$ cat config.mk
export PLATFORM = sky130hd
export DESIGN_NAME = sync_fifo_lvl_flat
export DESIGN_NICKNAME = d
export VERILOG_FILES = /design/src/rtl/sync_fifo_lvl_if.sv /design/src/rtl/sync_fifo_lvl.sv /design/src/flat_wrapper.sv
export SDC_FILE = /design/constraint.sdc
export NUM_CORES = 1
export LEC_CHECK = 0
export ABC_AREA = 1
export BUFFER_PORTS_ARGS = -buffer_cell sky130_fd_sc_hd__buf_4
export CELL_PAD_IN_SITES_DETAIL_PLACEMENT = 0
export CELL_PAD_IN_SITES_GLOBAL_PLACEMENT = 2
export CORE_MARGIN = 2
export CORE_UTILIZATION = 41
export CTS_CLUSTER_SIZE = 20
export DETAILED_ROUTE_END_ITERATION = 16
export PLACE_DENSITY_LB_ADDON = 0.1
export SETUP_SLACK_MARGIN = 0.15
export SKIP_CTS_REPAIR_TIMING = 1
export SLEW_MARGIN = 20
export SYNTH_ARGS = -nofsm -noshare
export SYNTH_HDL_FRONTEND = slang
export SYNTH_SLANG_ARGS = --single-unit
$ cat constraint.sdc
create_clock -name clk_i -period 3.56 [get_ports clk_i]
set_input_delay 0.178 -clock clk_i [delete_from_list [all_inputs] [get_ports clk_i]]
set_output_delay 0.178 -clock clk_i [all_outputs]
set_load 0.005 [all_outputs]
$ cat src/rtl/sync_fifo_lvl_if.sv
// rtl/sync_fifo_lvl_if.sv - source/destination handshake bundle for sync_fifo_lvl
interface sync_fifo_lvl_if #(
  parameter int DATA_WIDTH = 32
);
  logic [DATA_WIDTH-1:0] src_data_i;
  logic                  src_valid_i;
  logic                  src_ready_o;
  logic [DATA_WIDTH-1:0] dst_data_o;
  logic                  dst_valid_o;
  logic                  dst_ready_i;

  modport slave (
    input  src_data_i,
    input  src_valid_i,
    output src_ready_o,
    output dst_data_o,
    output dst_valid_o,
    input  dst_ready_i
  );

  modport master (
    output src_data_i,
    output src_valid_i,
    input  src_ready_o,
    input  dst_data_o,
    input  dst_valid_o,
    output dst_ready_i
  );
endinterface

$ cat src/rtl/sync_fifo_lvl.sv
// rtl/sync_fifo_lvl.sv - synchronous FIFO with level, almost-full/empty flags and high-water mark
module sync_fifo_lvl #(
  parameter int DATA_WIDTH       = 32,
  parameter int BUFFER_DEPTH     = 8,
  parameter int FALL_THROUGH     = 0,
  parameter int LOG_BUFFER_DEPTH = $clog2(BUFFER_DEPTH)
) (
  input  logic                      clk_i,
  input  logic                      rst_i,
  input  logic                      flush_i,
  sync_fifo_lvl_if.slave            bus,
  input  logic [LOG_BUFFER_DEPTH:0] af_thr_i,
  input  logic [LOG_BUFFER_DEPTH:0] ae_thr_i,
  output logic [LOG_BUFFER_DEPTH:0] level_o,
  output logic                      almost_full_o,
  output logic                      almost_empty_o,
  input  logic                      peak_clr_i,
  output logic [LOG_BUFFER_DEPTH:0] peak_o
);

  localparam int LW = LOG_BUFFER_DEPTH + 1;
  localparam logic [LOG_BUFFER_DEPTH-1:0] LAST_IDX = LOG_BUFFER_DEPTH'(BUFFER_DEPTH - 1);
  localparam logic [LW-1:0] FULL_LVL = LW'(BUFFER_DEPTH);

  logic [DATA_WIDTH-1:0]       mem_q [BUFFER_DEPTH];
  logic [LOG_BUFFER_DEPTH-1:0] wr_ptr_q, wr_ptr_d;
  logic [LOG_BUFFER_DEPTH-1:0] rd_ptr_q, rd_ptr_d;
  logic [LW-1:0]               level_q, level_d;
  logic [LW-1:0]               peak_q, peak_d;

  logic empty, full, push, pop, bypass, wr_en;

  function automatic logic [LOG_BUFFER_DEPTH-1:0] ptr_inc(input logic [LOG_BUFFER_DEPTH-1:0] p);
    return (p == LAST_IDX) ? '0 : p + 1'b1;
  endfunction

  assign empty = (level_q == '0);
  assign full  = (level_q == FULL_LVL);

  // Readiness looks only at the registered level, so a same-cycle pop never frees a slot early.
  assign bus.src_ready_o = ~rst_i & ~flush_i & ~full;

  generate
    if (FALL_THROUGH != 0) begin : g_ft
      assign bus.dst_valid_o = ~rst_i & ~flush_i & (~empty | bus.src_valid_i);
      assign bus.dst_data_o  = empty ? bus.src_data_i : mem_q[rd_ptr_q];
      // A pop while empty can only be the incoming word passing straight through.
      assign bypass          = empty & push & pop;
    end else begin : g_reg
      assign bus.dst_valid_o = ~rst_i & ~flush_i & ~empty;
      assign bus.dst_data_o  = mem_q[rd_ptr_q];
      assign bypass          = 1'b0;
    end
  endgenerate

  assign push  = bus.src_valid_i & bus.src_ready_o;
  assign pop   = bus.dst_valid_o & bus.dst_ready_i;
  assign wr_en = push & ~bypass;

  always_comb begin
    wr_ptr_d = wr_ptr_q;
    rd_ptr_d = rd_ptr_q;
    level_d  = level_q;
    if (flush_i) begin
      wr_ptr_d = '0;
      rd_ptr_d = '0;
      level_d  = '0;
    end else if (!bypass) begin
      if (push) wr_ptr_d = ptr_inc(wr_ptr_q);
      if (pop)  rd_ptr_d = ptr_inc(rd_ptr_q);
      case ({push, pop})
        2'b10:   level_d = level_q + 1'b1;
        2'b01:   level_d = level_q - 1'b1;
        default: level_d = level_q;
      endcase
    end
  end

  always_comb begin
    peak_d = peak_q;
    if (peak_clr_i) begin
      peak_d = level_d;
    end else if (level_d > peak_q) begin
      peak_d = level_d;
    end
  end

  always_ff @(posedge clk_i) begin
    if (rst_i) begin
      wr_ptr_q <= '0;
      rd_ptr_q <= '0;
      level_q  <= '0;
      peak_q   <= '0;
    end else begin
      wr_ptr_q <= wr_ptr_d;
      rd_ptr_q <= rd_ptr_d;
      level_q  <= level_d;
      peak_q   <= peak_d;
    end
  end

  always_ff @(posedge clk_i) begin
    if (wr_en) begin
      mem_q[wr_ptr_q] <= bus.src_data_i;
    end
  end

  assign level_o        = level_q;
  assign peak_o         = peak_q;
  assign almost_full_o  = (level_q >= af_thr_i);
  assign almost_empty_o = (level_q <= ae_thr_i);

endmodule

$ cat src/flat_wrapper.sv
// flat-port wrapper written by rule: the top's interface ports become plain ports
module sync_fifo_lvl_flat 
#(
  parameter int DATA_WIDTH       = 32,
  parameter int BUFFER_DEPTH     = 8,
  parameter int FALL_THROUGH     = 0,
  parameter int LOG_BUFFER_DEPTH = $clog2(BUFFER_DEPTH)
)
  (clk_i, rst_i, flush_i, af_thr_i, ae_thr_i, level_o, almost_full_o, almost_empty_o, peak_clr_i, peak_o, bus_src_data_i, bus_src_valid_i, bus_src_ready_o, bus_dst_data_o, bus_dst_valid_o, bus_dst_ready_i);
  sync_fifo_lvl_if #(.DATA_WIDTH(DATA_WIDTH)) bus_i ();
  input  logic clk_i;
  input  logic rst_i;
  input  logic flush_i;
  input  logic [LOG_BUFFER_DEPTH:0] af_thr_i;
  input  logic [LOG_BUFFER_DEPTH:0] ae_thr_i;
  output logic [LOG_BUFFER_DEPTH:0] level_o;
  output logic almost_full_o;
  output logic almost_empty_o;
  input  logic peak_clr_i;
  output logic [LOG_BUFFER_DEPTH:0] peak_o;
  input wire logic [$bits(bus_i.src_data_i)-1:0] bus_src_data_i;
  input wire logic [$bits(bus_i.src_valid_i)-1:0] bus_src_valid_i;
  output wire logic [$bits(bus_i.src_ready_o)-1:0] bus_src_ready_o;
  output wire logic [$bits(bus_i.dst_data_o)-1:0] bus_dst_data_o;
  output wire logic [$bits(bus_i.dst_valid_o)-1:0] bus_dst_valid_o;
  input wire logic [$bits(bus_i.dst_ready_i)-1:0] bus_dst_ready_i;
  assign bus_i.src_data_i = bus_src_data_i;
  assign bus_i.src_valid_i = bus_src_valid_i;
  assign bus_src_ready_o = bus_i.src_ready_o;
  assign bus_dst_data_o = bus_i.dst_data_o;
  assign bus_dst_valid_o = bus_i.dst_valid_o;
  assign bus_i.dst_ready_i = bus_dst_ready_i;
  sync_fifo_lvl #(.DATA_WIDTH(DATA_WIDTH), .BUFFER_DEPTH(BUFFER_DEPTH), .FALL_THROUGH(FALL_THROUGH), .LOG_BUFFER_DEPTH(LOG_BUFFER_DEPTH)) u_core (.clk_i(clk_i), .rst_i(rst_i), .flush_i(flush_i), .bus(bus_i), .af_thr_i(af_thr_i), .ae_thr_i(ae_thr_i), .level_o(level_o), .almost_full_o(almost_full_o), .almost_empty_o(almost_empty_o), .peak_clr_i(peak_clr_i), .peak_o(peak_o));
endmodule
# Word level (Yosys, flattened, before mapping)
# Memories as Yosys holds them, arrays and structs flattened. A register that Yosys moved wholly into a read port is not among the register bits.
# Cells that the tools add are included.
op_classes:
  addsub: 4
  n_lt_le_gt_ge: 3
  n_eq_ne: 5
  n_mux: 10
  n_bitwise: 9
  n_reduce_logical: 3
ops:
  columns: ["op", "n"]
  rows:
  - ["two-way mux 3 bit", 4]
  - ["two-way mux 4 bit", 3]
  - ["case mux 4 bit (2 select lines)", 1]
  - ["adder 3 x 1 -> 3 bit, second input constant", 2]
  - ["== test 3 bit, second input constant", 2]
  - ["bitwise AND 1 bit", 5]
  - ["adder 4 x 1 -> 4 bit, second input constant", 1]
  - ["== test 4 bit, second input constant", 1]
  - ["greater-or-equal comparator 4 bit", 1]
  - ["greater-than comparator 4 bit", 1]
  - ["less-or-equal comparator 4 bit", 1]
  - ["zero test 4 bit", 1]
  - ["NOT 1 bit", 4]
  - ["subtractor 4 x 1 -> 4 bit, second input constant", 1]
  - ["== test 2 x 1 -> 1 bit, second input constant", 1]
  - ["== test 2 bit, second input constant", 1]
  - ["two-way mux 1 bit", 2]
  - ["nonzero test 2 bit", 1]
  - ["OR reduction 2 bit", 1]
totals:
  reg_bits: 14
  ramBits: 256
  in_bits: 46
  output_inout_bits: 44
  elab_cells: 39
  n_memories: 1
mem_list:
  columns: ["name", "depth", "word_bits", "read_ports", "rd_ports_with_merged_regs", "write_ports", "line_no", "rtl"]
  rows:
  - ["u_core.mem_q", 8, 32, 1, 1, 1, "sync_fifo_lvl.sv:25", "logic [DATA_WIDTH-1:0] mem_q [BUFFER_DEPTH];"]

# Longest topological paths before layout
depth:
  depth_word: 10
  mapped_depth: 22
  mapped_depth_nobuf: 22

# Worst setup path after synthesis
# OpenSTA, ideal clock, no wires.
synth_path:
  path_type: "flip-flop to flip-flop"
  startpoint: "register u_core.level_q[1] (netlist: u_core.level_o[1])"
  endpoint: "register u_core.peak_q[1] (netlist: u_core.peak_o[1])"
  arrival_ns: 2.716
  t_required_ns: 3.444
  path_slack_ns: 0.728
  path_stages_with_launch: 22
  period_less_slack_ns: 2.832
  path_cell_list: "dfxtp_1 > nor2_1 > nand3_1 > nand3_1 > inv_1 > ha_1 > nor2_1 > nor2_1 > ha_1 > a21oi_1 > or2_1 > nand2_1 > nand3_1 > inv_1 > ha_1 > nand2_1 > o21ai_0 > nand2_1 > nand2_1 > inv_1 > nor2_1 > nor2_1"
synth_between:
  elab_chain_cells: 9
  elab_cells_between_ends: 18
synth_rtl:
  columns: ["element", "line_no", "rtl"]
  rows:
  - ["from (decl)", "sync_fifo_lvl.sv:28", "logic [LW-1:0] level_q, level_d;"]
  - ["from (signal assigned)", "sync_fifo_lvl.sv:97", "level_q <= level_d;"]
  - ["== test 4 bit / zero test 4 bit (equally long branches)", "sync_fifo_lvl.sv:38, sync_fifo_lvl.sv:37", null]
  - ["NOT 1 bit, on equally long branches", "sync_fifo_lvl.sv:41, sync_fifo_lvl.sv:50", null]
  - ["bitwise AND 1 bit, on equally long branches", "sync_fifo_lvl.sv:41, sync_fifo_lvl.sv:50", null]
  - ["bitwise AND 1 bit, on equally long branches", "sync_fifo_lvl.sv:56, sync_fifo_lvl.sv:57", null]
  - ["== test 2 x 1 -> 1 bit / == test 2 bit (equally long branches)", "sync_fifo_lvl.sv:71", "case ({push, pop})"]
  - ["case mux 4 bit (2 select lines) (*)", "sync_fifo_lvl.sv:71", null]
  - ["two-way mux 4 bit (*)", "sync_fifo_lvl.sv:64", "if (flush_i) begin"]
  - ["named net u_core.level_d[2]", "sync_fifo_lvl.sv:28", null]
  - ["greater-than comparator 4 bit (*)", "sync_fifo_lvl.sv:83", "end else if (level_d > peak_q) begin"]
  - ["nonzero test 2 bit (no source line) (*)", null, null]
  - ["to (signal assigned)", "sync_fifo_lvl.sv:98", "peak_q <= peak_d;"]
  - ["to (decl)", "sync_fifo_lvl.sv:29", "logic [LW-1:0] peak_q, peak_d;"]
# The timed path passes the listed nets; every way through them passes the cells marked *. The select of a mux whose other input is x is not followed.
# A chain may end at the register's enable or synchronous reset.

# Final worst setup path
layout_path:
  startpoint: "register u_core.level_q[2] (netlist: u_core.level_o[2])"
  endpoint: "register u_core.peak_q[0] (netlist: u_core.peak_o[0])"
# Same word-level chain as after synthesis.

==> flow_summary.json <==
{
  "run_status": "finished with violations",
  "violations": "negative hold slack",
  "setup_ws_ps": 519,
  "critical_path_depth": 20,
  "worstSetupStartpoint": "u_core.level_o[2]",
  "yosys_warnings": 0,
  "clk_latency_ps": 550,
  "power.density_nw_per_um2": 532,
  "required_ps": 3990,
  "max_slew_margin_pct": 40.2,
  "yosys.area.top_type": "edfxtp_1",
  "crit_fanout": 8,
  "ios": 90,
  "r2r_slack_ps": 520,
  "grt_max_degree": 82,
  "crit_chain": "inv_1, a31oi_4, nand2_4, ha_2, nor2_1, nor2_1, ha_1, a21oi_1, or2_1, nand2_1, nand3_1, inv_1, ha_1, nand2_1, o21ai_0, nand2_1, nand2_2, inv_1, nor2_1, nor2_1",
  "layout.nets": 1078,
  "cp_slowest_cell": "dfxtp_2",
  "setup_viol": 0,
  "antenna_found_initial": 0,
  "synthArstFlopShare_pct": 0,
  "p_leak_nw": 5.02,
  "die-width_um": 168,
  "drcViolationCount": 0,
  "globalRouteOverflowTotal": 0,
  "syn_inst": 889,
  "initial_core_util_pct": 41.5,
  "drive_gt1_share_pct": 17.4,
  "finalWeightedCongestion": 0.717,
  "worstPathBufferInverterCount": 3,
  "min_path_type": "input port to flip-flop",
  "placed_cells": 1285,
  "start_kind": "flip-flop",
  "rsz0062_at_grt": "no",
  "dieArea_um2": 28400,
  "r2r-start": "u_core.level_o[2]",
  "r2r_end": "u_core.peak_o[0]",
  "cp-end-kind": "flip-flop",
  "portBuffers": 89,
  "max_freq_mhz": 329,
  "htree_levels": 1,
  "cts_tree": "done",
  "first_iter_violations": 460,
  "ff2ff_path_depth": 20,
  "syn-cell-area_um2": 11100,
  "die_y_um": 168,
  "first_pass_iters": 4,
  "finalMaxSlewViolations": 0,
  "clkTransAtPathRegs_ps": 60,
  "tightest_slew_ps": 897,
  "synth_top_area_share_pct": 69.4,
  "cts.sinks": 273,
  "holdWs_ps": -4.44,
  "dp_slack_ps": 269,
  "peakVddDrop_v": 0.000549,
  "critical_path.top_delay_family": "simple AND/OR/NAND/NOR gates",
  "vias_per_cell": 5.19,
  "insertedDiodeCount": 0,
  "setup-tns-final_ps": 0,
  "hpwlAfterDp_um": 13700,
  "core_area_um2": 26700,
  "wl_per_cell_um": 18.3,
  "track_usage_pct": 17.6,
  "cts_buffer_depth": 3,
  "finalCriticalPeriod_ps": 3040,
  "ys_ff_latch": 273,
  "postRouteAntennaNets": 0,
  "grt_pass1_vias": 7142,
  "synth_fp_nets": 954,
  "slowest_delay_ps": 390,
  "crit_type": "flip-flop to flip-flop",
  "synth-main-ff-cell": "edfxtp_1",
  "grt_pass1_wl_um": 38900,
  "synth-edff-count": 256,
  "period_share_pct": 85.4,
  "cp_common_cell": "nor2_1",
  "yosysUniqueCellTypes": 30,
  "cp-endpoint": "u_core.peak_o[0]",
  "cts_buffers": 30,
  "arrival_ps": 3470,
  "num_rows": 60,
  "ys_top_cells_by_area": "edfxtp_1 (69%), nor2_1 (7.3%), o32ai_1 (5.1%)",
  "clock_skew_ps": 15.9,
  "maxCapViolations": 0,
  "postSynthAreaPerCell_um2": 12.5,
  "synthToLayoutAreaGrowth_pct": 23.3,
  "clockRootBuffer": "clkbuf_16",
  "drt-total-wl_um": 25200,
  "synth.yosys.seq_area_share_pct": 72.4,
  "finalNonFillerCells": 1378,
  "hold_viol": 2,
  "fin_util_pct": 51.1,
  "via_count": 7158
}
[registers in the layout, summed over array words and instances, names as in the netlist, named ones only]
| name | count |
|---|---|
| u_core.mem_q | 256 |
| u_core.rd_ptr_q | 3 |
| u_core.peak_o | 4 |
| u_core.wr_ptr_q | 3 |
| u_core.level_o | 4 |
[cells by family (layout without fill, tap and decap cells)]
group | after synthesis | in the layout | share of synthesized area (%)
simple gates | 361 | 361 | 12.7
flops | 273 | 273 | 72.4
xor+xnor | 1 | 1 | 0.0790
fa+ha+maj | 19 | 19 | 2.14
compound gates | 152 | 152 | 9.28
buf+inv | 83 | 231 | 3.38
[worst min path at each step]
stage / from / slack (ps) / cells past startpoint / end
finish: rst_i / -4 / 4 / u_core.wr_ptr_q[1]
global route: bus_src_valid_i / 0.6 / 3 / u_core.wr_ptr_q[2]
CTS: flush_i / -160 / 2 / u_core.level_o[1]
detailed placement: bus_src_data_i[26] / 410 / 1 / u_core.mem_q[5][26]
global placement: bus_src_data_i[26] / 410 / 1 / u_core.mem_q[7][26]
floorplan: rst_i / 250 / 1 / u_core.level_o[0]
[cell usage after synthesis (2+ instances only)]
| cell type | n |
|---|---|
| ha_1 | 19 |
| nand2_1 | 124 |
| buf_6 | 2 |
| inv_2 | 3 |
| o21ai_0 | 72 |
| nand3_1 | 12 |
| o32ai_1 | 64 |
| buf_1 | 3 |
| nor2_4 | 2 |
| dfxtp_1 | 17 |
| nand4_1 | 2 |
| clkbuf_1 | 22 |
| inv_1 | 31 |
| buf_4 | 8 |
| edfxtp_1 | 256 |
| buf_2 | 14 |
| a21oi_1 | 10 |
| nor2_1 | 216 |
[cell type report]
cell class                      count  area, um2
Clock buffer                       36        815
Inverter                           34        130
Fill cell                        2304      13100
Sequential cell                   273       8040
Timing Repair Buffer              141       1200
Tap cell                          341        427
Clock inverter                     20        303
Multi-Input combinational cell    533       2750
[power by group]
part | internal [W] | switching (W) | leakage (nW)
Sequential | 0.00353 | 0.0000162 | 2.45
Combinational | 0.000144 | 0.000160 | 2.02
Clock | 0.00220 | 0.00121 | 0.550
Total | 0.00588 | 0.00139 | 5.02
[routing by layer]
| metal | routed length [um] | track usage (%) | share of wire, % | vias to the layer above |
|---|---|---|---|---|
| met2 | 12400 | 31.0 | 49 | 135 |
| met3 | 1000 | 2.87 | 4.0 | 29 |
| li1 | - | - | - | 3456 |
| met4 | 402 | 3.56 | 1.6 | 0 |
| met5 | 0 | 0 | 0 | - |
| met1 | 11400 | 23.3 | 45 | 3538 |
[stage by stage]
stage / instance area (um2) / hold WS (ps) / power [W]
2_1_floorplan: 11100 / 250 / 0.00374
3_3_place_gp: 12200 / 406 / 0.00388
3_5_place_dp: 12200 / 410 / 0.00389
4_1_cts: 13300 / -159 / 0.00732
5_1_grt: 13700 / 0.559 / 0.00751
6_report: 13700 / -4.44 / 0.00727
[worst reg2reg max path, delay by kind of cell (launching register included)]
| family | cells | cell delay [ps] |
|---|---|---|
| adder cells (fa/ha/maj) | 3 | 710 |
| flip-flops | 1 | 390 |
| buffers and inverters | 3 | 250 |
| AO/OA/AOI/OAI | 3 | 550 |
| AND/OR/NAND/NOR | 11 | 1020 |
[placed cells by master, fill, tap and decap left out, types with 2 or more instances in the layout]
master         count
edfxtp_1         256
nor2_1           207
nand2_1          123
buf_4            101
o21ai_0           72
o32ai_1           64
dlygate4sd3_1     36
clkbuf_16         31
inv_1             30
ha_1              18
nand3_1           12
dfxtp_1           11
a21oi_1           10
nor2_4            10
bufinv_16          8
clkinv_2           7
dfxtp_2            4
buf_12             4
inv_2              3
clkbuf_1           3
clkinv_1           3
nand4_1            2
dfxtp_4            2
clkbuf_8           2
No activity file was read; power rests on OpenSTA's default activity.
